$ cat src/rtl/dac_spi_pkg.sv
// Shared types and helpers for the DAC SPI output stage.
package dac_spi_pkg;

  typedef enum logic [1:0] {IDLE, SETUP, SHIFT, GAP} state_t;

  localparam int unsigned FRAME_BITS  = 24;
  localparam logic [7:0]  DEFAULT_CMD = 8'h30;

  // Offset-binary flips the sign bit so -32768 maps to 0x0000 and 0 to 0x8000.
  function automatic logic [15:0] to_dac_code(input logic [15:0] data, input logic offset_bin);
    return offset_bin ? {~data[15], data[14:0]} : data;
  endfunction

endpackage

$ cat src/rtl/dac_spi_tx_if.sv
// Sample stream from the modulator into the DAC SPI transmitter.
interface dac_spi_tx_if;
  logic [15:0] id_data;
  logic        ic_val_data;

  modport master (output id_data, output ic_val_data);
  modport slave  (input  id_data, input  ic_val_data);
endinterface

$ cat src/rtl/dac_spi_tx_sync_fifo.sv
// Synchronous FIFO with registered read data; a write into an empty FIFO
// becomes readable on the following cycle.
module sync_fifo #(
  parameter int unsigned WIDTH = 16,
  parameter int unsigned DEPTH = 4
) (
  input  logic                     clk,
  input  logic                     rst,
  input  logic                     wr_en,
  input  logic [WIDTH-1:0]         wr_data,
  input  logic                     rd_en,
  output logic [WIDTH-1:0]         rd_data,
  output logic                     full,
  output logic                     empty,
  output logic [$clog2(DEPTH):0]   level
);

  localparam int unsigned AW = $clog2(DEPTH);

  logic [WIDTH-1:0] mem [DEPTH];
  logic [AW-1:0]    wr_ptr;
  logic [AW-1:0]    rd_ptr;
  logic [AW:0]      count;
  logic             wr_ok;
  logic             rd_ok;

  assign level = count;
  assign full  = (count == (AW+1)'(DEPTH));
  assign empty = (count == '0);
  assign rd_ok = rd_en && !empty;
  // A pop in the same cycle frees the slot, so a write to a full FIFO is accepted.
  assign wr_ok = wr_en && (!full || rd_ok);

  always_ff @(posedge clk) begin
    if (wr_ok) mem[wr_ptr] <= wr_data;
  end

  always_ff @(posedge clk or posedge rst) begin
    if (rst) begin
      wr_ptr  <= '0;
      rd_ptr  <= '0;
      count   <= '0;
      rd_data <= '0;
    end else begin
      if (wr_ok) wr_ptr <= wr_ptr + 1'b1;
      if (rd_ok) begin
        rd_data <= mem[rd_ptr];
        rd_ptr  <= rd_ptr + 1'b1;
      end
      if (wr_ok && !rd_ok)      count <= count + 1'b1;
      else if (rd_ok && !wr_ok) count <= count - 1'b1;
    end
  end

endmodule

$ cat src/rtl/dac_spi_tx.sv
// Buffers modulator samples and serialises each as a 24-bit SPI mode-0 frame
// ({CMD, DAC code}, MSB first) to an external 16-bit DAC.
module dac_spi_tx
  import dac_spi_pkg::*;
#(
  parameter int unsigned FIFO_DEPTH = 4,
  parameter int unsigned CLK_DIV    = 2,
  parameter int unsigned CS_GAP     = 2,
  parameter logic [7:0]  CMD        = DEFAULT_CMD,
  parameter bit          OFFSET_BIN = 1'b1
) (
  input  logic                          clk,
  input  logic                          ic_rst,
  dac_spi_tx_if.slave                   smp,
  input  logic                          ic_clr_ovf,
  output logic                          oc_sclk,
  output logic                          oc_cs_n,
  output logic                          od_mosi,
  output logic                          oc_busy,
  output logic                          oc_overflow,
  output logic [$clog2(FIFO_DEPTH):0]   od_fifo_level
);

  localparam int unsigned CNT_MAX = (CLK_DIV > CS_GAP) ? CLK_DIV : CS_GAP;
  localparam int unsigned CNT_W   = $clog2(CNT_MAX) + 1;
  localparam int unsigned BIT_W   = $clog2(FRAME_BITS + 1);

  state_t                  state;
  logic [CNT_W-1:0]        cnt;
  logic [BIT_W-1:0]        bit_cnt;
  logic [FRAME_BITS-1:0]   shreg;
  logic [15:0]             fifo_data;
  logic                    fifo_full;
  logic                    fifo_empty;
  logic                    pop;
  logic                    div_done;
  logic                    gap_done;

  assign pop      = (state == IDLE) && !fifo_empty;
  assign div_done = (cnt == CNT_W'(CLK_DIV - 1));
  assign gap_done = (cnt == CNT_W'(CS_GAP - 1));

  sync_fifo #(
    .WIDTH (16),
    .DEPTH (FIFO_DEPTH)
  ) u_fifo (
    .clk     (clk),
    .rst     (ic_rst),
    .wr_en   (smp.ic_val_data),
    .wr_data (smp.id_data),
    .rd_en   (pop),
    .rd_data (fifo_data),
    .full    (fifo_full),
    .empty   (fifo_empty),
    .level   (od_fifo_level)
  );

  always_ff @(posedge clk or posedge ic_rst) begin
    if (ic_rst) begin
      oc_overflow <= 1'b0;
    end else if (smp.ic_val_data && fifo_full && !pop) begin
      oc_overflow <= 1'b1;
    end else if (ic_clr_ovf) begin
      oc_overflow <= 1'b0;
    end
  end

  // The first bit is always CMD[7], so mosi can be driven on entry to SETUP
  // while the popped sample is still arriving from the FIFO read register.
  always_ff @(posedge clk or posedge ic_rst) begin
    if (ic_rst) begin
      state   <= IDLE;
      cnt     <= '0;
      bit_cnt <= '0;
      shreg   <= '0;
      oc_sclk <= 1'b0;
      oc_cs_n <= 1'b1;
      od_mosi <= 1'b0;
      oc_busy <= 1'b0;
    end else begin
      case (state)
        IDLE: begin
          if (!fifo_empty) begin
            state   <= SETUP;
            cnt     <= '0;
            bit_cnt <= '0;
            oc_cs_n <= 1'b0;
            oc_sclk <= 1'b0;
            od_mosi <= CMD[7];
            oc_busy <= 1'b1;
          end
        end
        SETUP: begin
          shreg <= {CMD, to_dac_code(fifo_data, OFFSET_BIN)};
          if (div_done) begin
            cnt     <= '0;
            oc_sclk <= 1'b1;
            state   <= SHIFT;
          end else begin
            cnt <= cnt + 1'b1;
          end
        end
        SHIFT: begin
          if (div_done) begin
            cnt <= '0;
            if (oc_sclk) begin
              oc_sclk <= 1'b0;
              bit_cnt <= bit_cnt + 1'b1;
              if (bit_cnt != BIT_W'(FRAME_BITS - 1)) begin
                shreg   <= {shreg[FRAME_BITS-2:0], 1'b0};
                od_mosi <= shreg[FRAME_BITS-2];
              end
            end else if (bit_cnt == BIT_W'(FRAME_BITS)) begin
              oc_cs_n <= 1'b1;
              od_mosi <= 1'b0;
              state   <= GAP;
            end else begin
              oc_sclk <= 1'b1;
            end
          end else begin
            cnt <= cnt + 1'b1;
          end
        end
        GAP: begin
          if (gap_done) begin
            cnt     <= '0;
            oc_busy <= 1'b0;
            state   <= IDLE;
          end else begin
            cnt <= cnt + 1'b1;
          end
        end
      endcase
    end
  end

endmodule
$ cat src/flat_wrapper.sv
// flat-port wrapper written by rule: the top's interface ports become plain ports
module dac_spi_tx_flat import dac_spi_pkg::*;
#(
  parameter int unsigned FIFO_DEPTH = 4,
  parameter int unsigned CLK_DIV    = 2,
  parameter int unsigned CS_GAP     = 2,
  parameter logic [7:0]  CMD        = DEFAULT_CMD,
  parameter bit          OFFSET_BIN = 1'b1
)
  (clk, ic_rst, ic_clr_ovf, oc_sclk, oc_cs_n, od_mosi, oc_busy, oc_overflow, od_fifo_level, smp_id_data, smp_ic_val_data);
  dac_spi_tx_if smp_i ();
  input  logic clk;
  input  logic ic_rst;
  input  logic ic_clr_ovf;
  output logic oc_sclk;
  output logic oc_cs_n;
  output logic od_mosi;
  output logic oc_busy;
  output logic oc_overflow;
  output logic [$clog2(FIFO_DEPTH):0] od_fifo_level;
  input wire logic [$bits(smp_i.id_data)-1:0] smp_id_data;
  input wire logic [$bits(smp_i.ic_val_data)-1:0] smp_ic_val_data;
  assign smp_i.id_data = smp_id_data;
  assign smp_i.ic_val_data = smp_ic_val_data;
  dac_spi_tx #(.FIFO_DEPTH(FIFO_DEPTH), .CLK_DIV(CLK_DIV), .CS_GAP(CS_GAP), .CMD(CMD), .OFFSET_BIN(OFFSET_BIN)) u_core (.clk(clk), .ic_rst(ic_rst), .smp(smp_i), .ic_clr_ovf(ic_clr_ovf), .oc_sclk(oc_sclk), .oc_cs_n(oc_cs_n), .od_mosi(od_mosi), .oc_busy(oc_busy), .oc_overflow(oc_overflow), .od_fifo_level(od_fifo_level));
endmodule
$ cat config.mk
export PLATFORM = sky130hd
export DESIGN_NAME = dac_spi_tx_flat
export DESIGN_NICKNAME = d
export VERILOG_FILES = /design/src/rtl/dac_spi_pkg.sv /design/src/rtl/dac_spi_tx_if.sv /design/src/rtl/dac_spi_tx_sync_fifo.sv /design/src/rtl/dac_spi_tx.sv /design/src/flat_wrapper.sv
export SDC_FILE = /design/constraint.sdc
export NUM_CORES = 1
export LEC_CHECK = 0
export ABC_CLOCK_PERIOD_IN_PS = 2590
export CORE_ASPECT_RATIO = 1.25
export CORE_UTILIZATION = 56
export CTS_BUF_LIST = sky130_fd_sc_hd__clkbuf_8
export DETAILED_ROUTE_END_ITERATION = 10
export GPL_ROUTABILITY_DRIVEN = 0
export PLACE_DENSITY = 0.86
export SKIP_CTS_REPAIR_TIMING = 1
export SYNTH_ARGS = -nofsm -noshare
export SYNTH_HDL_FRONTEND = slang
export SYNTH_SLANG_ARGS = --single-unit
$ cat constraint.sdc
create_clock -name clk -period 2.59 [get_ports clk]
set_clock_uncertainty 0.05 [all_clocks]
set_input_delay 0.518 -clock clk [delete_from_list [all_inputs] [get_ports clk]]
set_output_delay 0.518 -clock clk [all_outputs]
set_load 0.01 [all_outputs]
==> metrics list <==
* Outcome: completed
- The smallest clock period supported by the final layout is computed as 2.329 ns.
- The netlist uses 49 different library cells.
- In this run the count of I/O pins placed on the die edge is 28.
- Worst path setup slack after routing: 0.2607 ns
- Met2 Track Usage GR: 0.3456
* Die W: 88.47 µm
- Number of violations reported at the end of detailed-routing iteration 0: 187
* Setup slack at placement: 0.1547 ns
* First-pass GRT wire length: 14.43 mm
- The clock tree synthesis step divided the H-tree into 4 levels.
* CP Launch Type: flop
- After the last flow step, the layout net total stands at 430.
- Number of cell rows: 39
- The synthesized design contains 64 enable-type register cells.
- Met3 Resource Use GR: 0.06999
- Of all flip-flops after synthesis, the portion carrying an async set or reset was 0.4839.
- Antenna violations before repair: 0
* Commonest non-fill, non-tap cells in the layout: 64 x sky130_fd_sc_hd__edfxtp_1, 59 x sky130_fd_sc_hd__nand2_1, 59 x sky130_fd_sc_hd__dfrtp_1
- FF+latch count, synth: 124
* Slew headroom: 0.4954
- The share of the Yosys chip area taken by registers is 0.6543.
- For this design the ratio of total power to cell area is 1282 mW/mm².
* RSZ-0062 raised after global routing: no
- The critical path is of the flop to flop type.
- After layout, the design draws a total of 7.963 mW.
* Flip-flop and latch area: 0.003425 mm²
* Synthesized instance count: 354
- Cell area after placement: 0.005679 mm²
- The repair_antennas step left the layout with diodes totalling 0.
* Fraction of final layout cells sized beyond drive strength 1: 0.2488
- Entering global routing, the biggest net connects 61 pins.
- Height of the die: 110.1 µm
- Compared with the post-synthesis result, the final layout area differs by 18.72%.
* Clk root buf: sky130_fd_sc_hd__clkbuf_8
* Clock-pin slew on the worst setup and hold paths: 0.07 ns
- For this design, the sink count on the clock tree is 124.
- The clock passes through at most 2 buffers.
* Area of the core: 0.009125 mm²
- Busiest layer in global routing: met2
* Cell leakage power: 2.494 nW
- Yosys warning count: 0
- The multi-input combinational cells in the finished layout cover a total of 0.001650 mm².
- Max-slew violation total from the final report: 0
- In this run the worst path has a maximum fanout of 4.
- The count of buffers added on input and output ports is 27.
* Required time at the endpoint of the critical path: 2.89 ns
- In this run, CTS created clock tree buffers numbering 17.
- The number of global-route vias before repair is 2992.
- VDD sags by at most 0.9022 mV.
* Via density: 5.456
- The die covers 0.009739 mm².
- For this block, the via count after detailed routing is 2908.
- Summing all non-filler instances in the final layout gives an area of 0.006213 mm².
* Max incr delay on CP: 0.41 ns
- Number of iterations in the first detailed-routing pass: 5
* Leading cell type in the layout, fill and taps excluded: sky130_fd_sc_hd__edfxtp_1
* Critical path endpoint category: flop
- For this design, the slowest cell found on the critical path is sky130_fd_sc_hd__dfrtp_1.
- Post-detailed-route DRC marker count: 0
- At the pin with the least slew margin, the transition time is 0.7568 ns.
- Half-perimeter wire length after placement: 5.523 mm
- Effective utilization at floorplan: 0.5736
* Dominant synthesized flop cell: sky130_fd_sc_hd__edfxtp_1
- Clock insertion delay at the later pin of the skew report: 0.43 ns
- Synthesized area: 0.005234 mm²
* Total wire length after detailed routing: 8.904 mm
- In the global route stage, met1 resource usage came out at 0.2433.
* Data arrival time of the critical path: 2.63 ns
- In the final routed layout, each cell accounts on average for 16.71 µm.
- Across the run, the number of max-cap violations was 0.
- The signal on the critical path passes through inv_1, ha_1, nor4b_2, nor2b_1, ha_1, inv_1, fa_1, xor2_1, nor2_1, xor2_1.
* Avg Synthesized Cell Area: 14.78 µm²
* Number of routed nets with antenna violations: 0
- CTS tree: built
* Final setup violation count: 0
* Grt ovf: 0
- Hold is met by 0.4116 ns.
- Based on the critical path, the design can be clocked at up to 0.4293 GHz.
- The total count of hold-check failures in the final report is 0.
- Type of the worst min-delay path: input pin to asynchronous set/reset pin
* Synthesized net count: 387
- Total routing usage reported by global routing: 0.2064
* Fin Setup TNS: 0 ns
- Number of filler cells placed in the layout: 615
- Portion of the clock cycle consumed by the worst path in the final layout: 0.8993
## cells in the mapped netlist, types with 4 or more instances
cell / n / area share
sky130_fd_sc_hd__edfxtp_1: 64 / 0.37
sky130_fd_sc_hd__dfrtp_1: 59 / 0.28
sky130_fd_sc_hd__nand2_1: 59 / 0.042
sky130_fd_sc_hd__mux2_2: 32 / 0.069
sky130_fd_sc_hd__inv_1: 18 / 0.013
sky130_fd_sc_hd__mux4_2: 16 / 0.069
sky130_fd_sc_hd__ha_1: 12 / 0.029
sky130_fd_sc_hd__o21ai_0: 10 / 0.0096
sky130_fd_sc_hd__nor2_1: 9 / 0.0065
sky130_fd_sc_hd__a21oi_1: 6 / 0.0057
sky130_fd_sc_hd__buf_2: 6 / 0.0057
sky130_fd_sc_hd__a22o_1: 5 / 0.0084
sky130_fd_sc_hd__and2_1: 4 / 0.0048
sky130_fd_sc_hd__xnor2_1: 4 / 0.0067
## layout make-up
type | count | area share
Sequential cell | 124 | 0.5511
Multi-Input combinational cell | 196 | 0.2656
Timing Repair Buffer | 39 | 0.06202
Clock inverter | 15 | 0.04732
Clock buffer | 17 | 0.03766
Tap cell | 123 | 0.02477
Inverter | 19 | 0.01148
## power by group
part           leakage (nW)  internal (mW)  switching [mW]
clock network         0.264           1.44           0.747
registers              1.33           2.71           0.361
logic                 0.900           1.37            1.34
total                  2.49           5.52            2.45
## through the flow
step,util,instances
finish,0.6809,533
global route,0.6809,533
CTS,0.6802,533
detailed placement,0.6224,501
global placement,0.6224,501
floorplan,-,354
## flip-flops by register name (all words and copies together), names as in the netlist
name	flops
u_core.u_fifo.mem	64
u_core.shreg	23
u_core.u_fifo.rd_data	16
u_core.bit_cnt	5
u_core.u_fifo.level	3
u_core.cnt	2
u_core.state	2
u_core.u_fifo.rd_ptr	2
u_core.u_fifo.wr_ptr	2
u_core.oc_busy	1
u_core.oc_cs_n	1
u_core.oc_overflow	1
u_core.oc_sclk	1
u_core.od_mosi	1
## worst max-delay path, delay by kind of cell (launching register included)
family | cells | cell delay, ns
adder cells (fa/ha/maj) | 3 | 0.85
XOR/XNOR | 2 | 0.33
flip-flops | 1 | 0.41
AND/OR/NAND/NOR | 3 | 0.43
buffers and inverters | 2 | 0.20
## path summary, 6_finish.rpt
kind                       cells after the start                                   from  slack [ns]                               endpoint
min in group clk                               2  u_core.u_fifo.rd_data[13]$_DFFE_PP0P_        0.42  u_core.u_fifo.rd_data[13]$_DFFE_PP0P_
hold / removal                                 3                                 ic_rst        0.41  u_core.u_fifo.rd_data[12]$_DFFE_PP0P_
setup reg to reg                              10            u_core.state[0]$_DFFE_PP0P_        0.26     u_core.u_fifo.level[2]$_DFFE_PP0P_
hold reg to reg                                2  u_core.u_fifo.rd_data[13]$_DFFE_PP0P_        0.42  u_core.u_fifo.rd_data[13]$_DFFE_PP0P_
setup / recovery                              10            u_core.state[0]$_DFFE_PP0P_        0.26     u_core.u_fifo.level[2]$_DFFE_PP0P_
max in group asynchronous                      3                                 ic_rst        1.77             u_core.oc_cs_n$_DFFE_PP1P_
## metal layers
| metal | part of all wire | vias up | wire length, µm |
|---|---|---|---|
| li1 | - | 1365 | - |
| met1 | 0.40 | 1451 | 3545 |
| met2 | 0.54 | 77 | 4820 |
| met3 | 0.039 | 15 | 351 |
| met4 | 0.021 | 0 | 186 |
| met5 | 0 | - | 0 |
## cell families (layout without fill, tap and decap cells)
| logic type | Yosys count | after routing | share of synthesized area |
|---|---|---|---|
| flip-flops | 124 | 124 | 0.6543 |
| AND/OR/NAND/NOR | 90 | 90 | 0.08009 |
| multiplexers | 51 | 51 | 0.1434 |
| AO/OA/AOI/OAI | 36 | 36 | 0.04806 |
| buffers and inverters | 34 | 90 | 0.03155 |
| adder cells (fa/ha/maj) | 13 | 13 | 0.03251 |
| XOR/XNOR | 6 | 6 | 0.01004 |
(Power assumes the default switching activity.)
